File: src/rtl/fp_inst_sequencer.sv
// Program sequencer for the FP datapath: fetches imem words, issues them to data access
// and waits on the FPU for reads. Optional debug single-step is enabled by FP_SEQ_STEP_EN.
module fp_inst_sequencer #(
    parameter int unsigned PC_W      = 8,
    parameter int unsigned TIMEOUT   = 64,
    parameter logic [15:0] HALT_WORD = 16'hFFFF
) (
    input  logic            clk,
    input  logic            rst,
    input  logic            start_i,
`ifdef FP_SEQ_STEP_EN
    input  logic            step_i,
`endif
    output logic [PC_W-1:0] imem_addr_o,
    output logic            imem_rd_o,
    input  logic [15:0]     imem_data_i,
    output logic [15:0]     inst_o,
    output logic            stop_o,
    output logic [127:0]    wr_data_o,
    input  logic            fpu_done_i,
    input  logic [63:0]     fpu_result_i,
    output logic            busy_o,
    output logic            halted_o,
    output logic            err_timeout_o,
    output logic [15:0]     retired_o
);

    localparam int unsigned CntW = $clog2(TIMEOUT + 1);
    localparam logic [CntW-1:0] CntLast = CntW'(TIMEOUT - 1);
    localparam logic [PC_W-1:0] PcMax = '1;

    typedef enum logic [2:0] {
        StIdle,
        StFetch,
        StDecode,
        StIssue,
        StWaitFpu,
        StHalt,
        StError
`ifdef FP_SEQ_STEP_EN
        , StPause
`endif
    } state_e;

    state_e          state_q, state_d;
    logic [PC_W-1:0] pc_q, pc_d;
    logic [15:0]     ir_q, ir_d;
    logic [CntW-1:0] cnt_q, cnt_d;
    logic [63:0]     result_q, result_d;
    logic [15:0]     retired_q, retired_d;
    logic            retire;

    always_ff @(posedge clk or posedge rst) begin
        if (rst) begin
            state_q   <= StIdle;
            pc_q      <= '0;
            ir_q      <= '0;
            cnt_q     <= '0;
            result_q  <= '0;
            retired_q <= '0;
        end else begin
            state_q   <= state_d;
            pc_q      <= pc_d;
            ir_q      <= ir_d;
            cnt_q     <= cnt_d;
            result_q  <= result_d;
            retired_q <= retired_d;
        end
    end

    always_comb begin
        state_d   = state_q;
        pc_d      = pc_q;
        ir_d      = ir_q;
        cnt_d     = cnt_q;
        result_d  = result_q;
        retired_d = retired_q;
        retire    = 1'b0;

        case (state_q)
            StIdle, StHalt, StError: begin
                if (start_i) begin
                    state_d   = StFetch;
                    pc_d      = '0;
                    retired_d = '0;
                end
            end
            StFetch:  state_d = StDecode;
            StDecode: begin
                ir_d    = imem_data_i;
                state_d = (imem_data_i == HALT_WORD) ? StHalt : StIssue;
            end
            StIssue: begin
                cnt_d = '0;
                if (ir_q[2]) begin
                    retire = 1'b1;
                end else begin
                    state_d = StWaitFpu;
                end
            end
            StWaitFpu: begin
                // A done arriving on the expiry cycle still retires the read.
                if (fpu_done_i) begin
                    result_d = fpu_result_i;
                    retire   = 1'b1;
                end else if (cnt_q == CntLast) begin
                    state_d = StError;
                end else begin
                    cnt_d = cnt_q + CntW'(1);
                end
            end
`ifdef FP_SEQ_STEP_EN
            StPause: begin
                if (step_i) begin
                    state_d = StFetch;
                end
            end
`endif
            default: state_d = StIdle;
        endcase

        if (retire) begin
            retired_d = (retired_q == 16'hFFFF) ? retired_q : retired_q + 16'd1;
            // The last imem slot ends the program rather than wrapping to 0.
            if (pc_q == PcMax) begin
                state_d = StHalt;
            end else begin
                pc_d = pc_q + PC_W'(1);
`ifdef FP_SEQ_STEP_EN
                state_d = StPause;
`else
                state_d = StFetch;
`endif
            end
        end
    end

    always_comb begin
        imem_addr_o   = pc_q;
        imem_rd_o     = (state_q == StFetch);
        inst_o        = '0;
        stop_o        = 1'b1;
        if (state_q == StIssue || state_q == StWaitFpu) begin
            inst_o = ir_q;
            stop_o = 1'b0;
        end
        wr_data_o     = {result_q, 64'h0};
        busy_o        = !(state_q == StIdle || state_q == StHalt || state_q == StError);
        halted_o      = (state_q == StHalt);
        err_timeout_o = (state_q == StError);
        retired_o     = retired_q;
    end

endmodule

File: config.mk
export PLATFORM = sky130hd
export DESIGN_NAME = fp_inst_sequencer
export DESIGN_NICKNAME = d
export VERILOG_FILES = /design/src/rtl/fp_inst_sequencer.sv
export SDC_FILE = /design/constraint.sdc
export NUM_CORES = 1
export LEC_CHECK = 0
export ABC_AREA = 1
export BUFFER_PORTS_ARGS = -buffer_cell sky130_fd_sc_hd__buf_2
export CAP_MARGIN = 15
export CORE_UTILIZATION = 42
export CTS_CLUSTER_SIZE = 24
export DETAILED_ROUTE_END_ITERATION = 6
export PLACE_DENSITY_LB_ADDON = 0.15
export SETUP_SLACK_MARGIN = 0.05
export SYNTH_ARGS = -nofsm -noshare
export SYNTH_HDL_FRONTEND = slang
export SYNTH_SLANG_ARGS = --single-unit
File: constraint.sdc
create_clock -name clk -period 5.4 [get_ports clk]
set_input_delay 0.54 -clock clk [delete_from_list [all_inputs] [get_ports clk]]
set_output_delay 0.54 -clock clk [all_outputs]
set_load 0.01 [all_outputs]
==> results summary <==
The via density per instance is 4.42. Max-cap violations in this run came to 0. The cell that appears most often on the critical path is nand2_1. The post-synthesis compound-gate area fraction came out at 5.07%. The number of levels in the clock H-tree came out at 4.

Clock tree synthesis inserted a total of 17 buffers. The synthesized-area fraction occupied by adder cells came out at 0.650%. The worst clock skew on the final layout came out at 0.00665 ns.

The number of inserted diodes is 0. The portion of synthesized cell area occupied by the leading cell type is 49.4%. In the synthesized netlist, the cells that appear most often are nand2_1, dfrtp_1, buf_4. The global-route wire length before repair is 22,200 um. The number of enable flip-flop cells after synthesis came out at 0. The remaining number of nets flagged by the antenna check after routing is 0. In this run the count of I/O pins placed on the die edge is 257.

The setup total negative slack came out at 0 ns. The worst pin sits at a relative slew slack of 27.4%. For this design the static power due to leakage is 0.00411 uW.

Setup violations remaining at the end of the flow were counted as 0. Fill cells in the final layout number 1,332. For the pin with the worst max-slew slack, the measured transition is 1.09 ns. From synthesis to final layout, the design area changed by 24.9%.

The site row count is 42. The worst hold margin is 0.220 ns. The area taken by multi-input logic gates is 2350 um^2. The total iterations of the first detailed-routing run came out at 4. The final number of max-transition violations came out at 0.

The worst setup path is captured at a primary output. Across every metal layer, demand over resource in global routing totals 19.6%. The peak ir drop on the vdd network came out at 0.000243 V. The largest net degree at the start of global routing came out at 69. The sequential-to-total area share from yosys stat came out at 49.4%. The mux share of post-synthesis cell area is 0%. The synthesized instance count came out at 739. The number of setup buffers added after CTS is 0. The placed wire-length estimate came out at 9470 um. The cell accounting for the most synthesized area is dfrtp_1. The register cell area after layout is 2850 um^2. The post-layout instance count excluding filler cells is 1,119. The maximum buffer depth of the clock tree is 2. By area, the combinational part of the netlist is dominated by simple AND/OR/NAND/NOR gates.

The Yosys warning count is 0. The class of the worst hold path is in -> async. The total core area came out at 13,300 um^2. The first routing iteration left 275 violations. By area the synthesized netlist is led by dfrtp_1, nand2_1, buf_4. CTS placed an instance of clkbuf_16 at the clock tree root. In this run the horizontal extent of the chip is 119 um. The post-synthesis register bit count came out at 114. The critical path is of the reg -> out type. The congestion estimate from routability-driven global placement came to 0.787. The total number of nets in the final design came out at 1,017. The shortest period the worst path allows came out at 2.78 ns. CTS saw 114 sinks. The clock latency of the later-clocked register in the worst-skew pair came out at 0.40 ns. In this run the vertical extent of the chip is 119 um. The highest cell delay on the worst timing path is 0.46 ns. The clock-pin slew of the registers on the worst-case setup and hold paths came out at 0.06 ns.

The post-synthesis area per instance is 7.82 um^2. The number of global-route vias before repair is 4,495. The critical path required time is 4.86 ns. The total power came out at 3530 uW. The share of synthesized cell area in and, or, nand and nor gates is 29.3%. In this design, the largest share of critical-path delay is due to simple AND/OR/NAND/NOR gates. The share of the synthesized netlist area taken by xor and xnor gates came out at 1.52%. The total cell area at the placement stage is 6620 um^2. The share of post-route cells with drive strength above 1 is 26.6%.

The post-cts resize count is 0. The post-synth design cell area is 5780 um^2. The startpoint type of the worst setup path is a flip-flop. The number of placed instances with taps included is 1,087. The critical path data arrival time came out at 2.24 ns.

The achievable clock frequency is 360 MHz. Together, buffers and inverters on the worst path number 2. The final hold violation count was 0. The most used flip-flop cell after synthesis is dfrtp_1. The final cell area excluding filler cells came out at 7220 um^2. After synthesis, the share of flip-flops with an asynchronous set or reset is 100%. The signal on the critical path passes through nor2_2, nand2_1, nand2_1, clkinv_1, nor2_1, buf_2.

The critical-path maximum fanout is 18. In this run, post-CTS hold repair placed 0 buffers. The most repeated cell in the gate-level netlist after synthesis is nand2_1. The count of unresolved DRC violations after routing is 0. Dividing the detail-routed wire length by the instance count gives 12.1 um.

The residual overflow from global routing came out at 0. TritonCTS built the clock tree. Of the available clock period, the critical path in the final layout requires 51.5%. The power density of the placed cells is 490 nW/um^2. The starting density of the core came out at 43.3%. The via count is 4,945. Among all stages on the critical path, the largest delay is contributed by dfrtp_1. The area of the die is 14,200 um^2. The post-detailed-routing wire length is 13,500 um. The flow ran to the end, and the final reports show no timing, DRC or antenna violations. The initial antenna violation count came out at 0. The distinct cell type count after synthesis is 33. Setup repair after global routing left no endpoint under its margin. Input and output buffers added on the ports amount to 192.
## through the flow
step | util [%] | setup slack, ns
2_1_floorplan | - | 1.84
5_1_grt | 54.1 | 2.39
4_1_cts | 54.1 | 2.58
3_3_place_gp | 49.6 | 2.77
6_report | 54.1 | 2.62
3_5_place_dp | 49.6 | 2.73
## cell families after synthesis
group,count (synthesis)
adder cells (fa/ha/maj),3
buffers and inverters,142
flip-flops,114
other,1
AND/OR/NAND/NOR,419
XOR/XNOR,10
AO/OA/AOI/OAI,50
## sequential cells by signal (all words and copies together), names as in the netlist
signal       flops
cnt_q            7
imem_addr_o      8
ir_q            16
result_q        64
retired_o       16
state_q          3
## cell usage in the layout, fill, tap and decap left out, drive strengths merged, types with 3 or more instances in the layout
cell,synthesis,routed
a21oi,3,3
nand2,314,314
clkinvlp,0,5
buf,75,195
nand4,8,8
clkinv,1,4
conb,1,64
ha,3,3
nor3,4,4
o21ai,41,41
clkbuf,11,18
inv,55,59
nand3,37,37
nor2,54,54
xor2,8,8
dfrtp,114,114
## metal layers
layer,up-vias,part of all wire (%),track usage (%)
met4,0,1.5,6.96
met5,-,0,0
met1,2227,45,25.7
li1,2536,-,-
met3,16,7.1,5.75
met2,166,46,30.8
## worst paths after layout
kind	from	end	slack, ns	cells after the start
min	rst	result_q[12]	0.22	2
max in group asynchronous	rst	result_q[36]	3.90	3
min reg2reg	result_q[40]	result_q[40]	0.47	2
min in group clk	fpu_result_i[28]	result_q[28]	0.33	3
max reg2reg	state_q[0]	retired_o[13]	2.91	8
max	state_q[0]	inst_o[14]	2.62	6
## where the power goes
part           switching (uW)  internal (uW)  leakage [uW]  total [uW]
registers                 168           1150       0.00148        1310
logic                     695            408       0.00236        1100
clock network             420            697      0.000276        1120
total                    1280           2250       0.00411        3530
## final cells by class
class / instances / share of cell area [%]
Clock buffer: 18 / 6.09
Clock inverter: 14 / 2.15
Inverter: 56 / 2.95
Multi-Input combinational cell: 546 / 32.6
Sequential cell: 114 / 39.5
Tap cell: 176 / 3.05
Timing Repair Buffer: 195 / 13.6
Note: power is estimated with default switching activity, not from simulation.
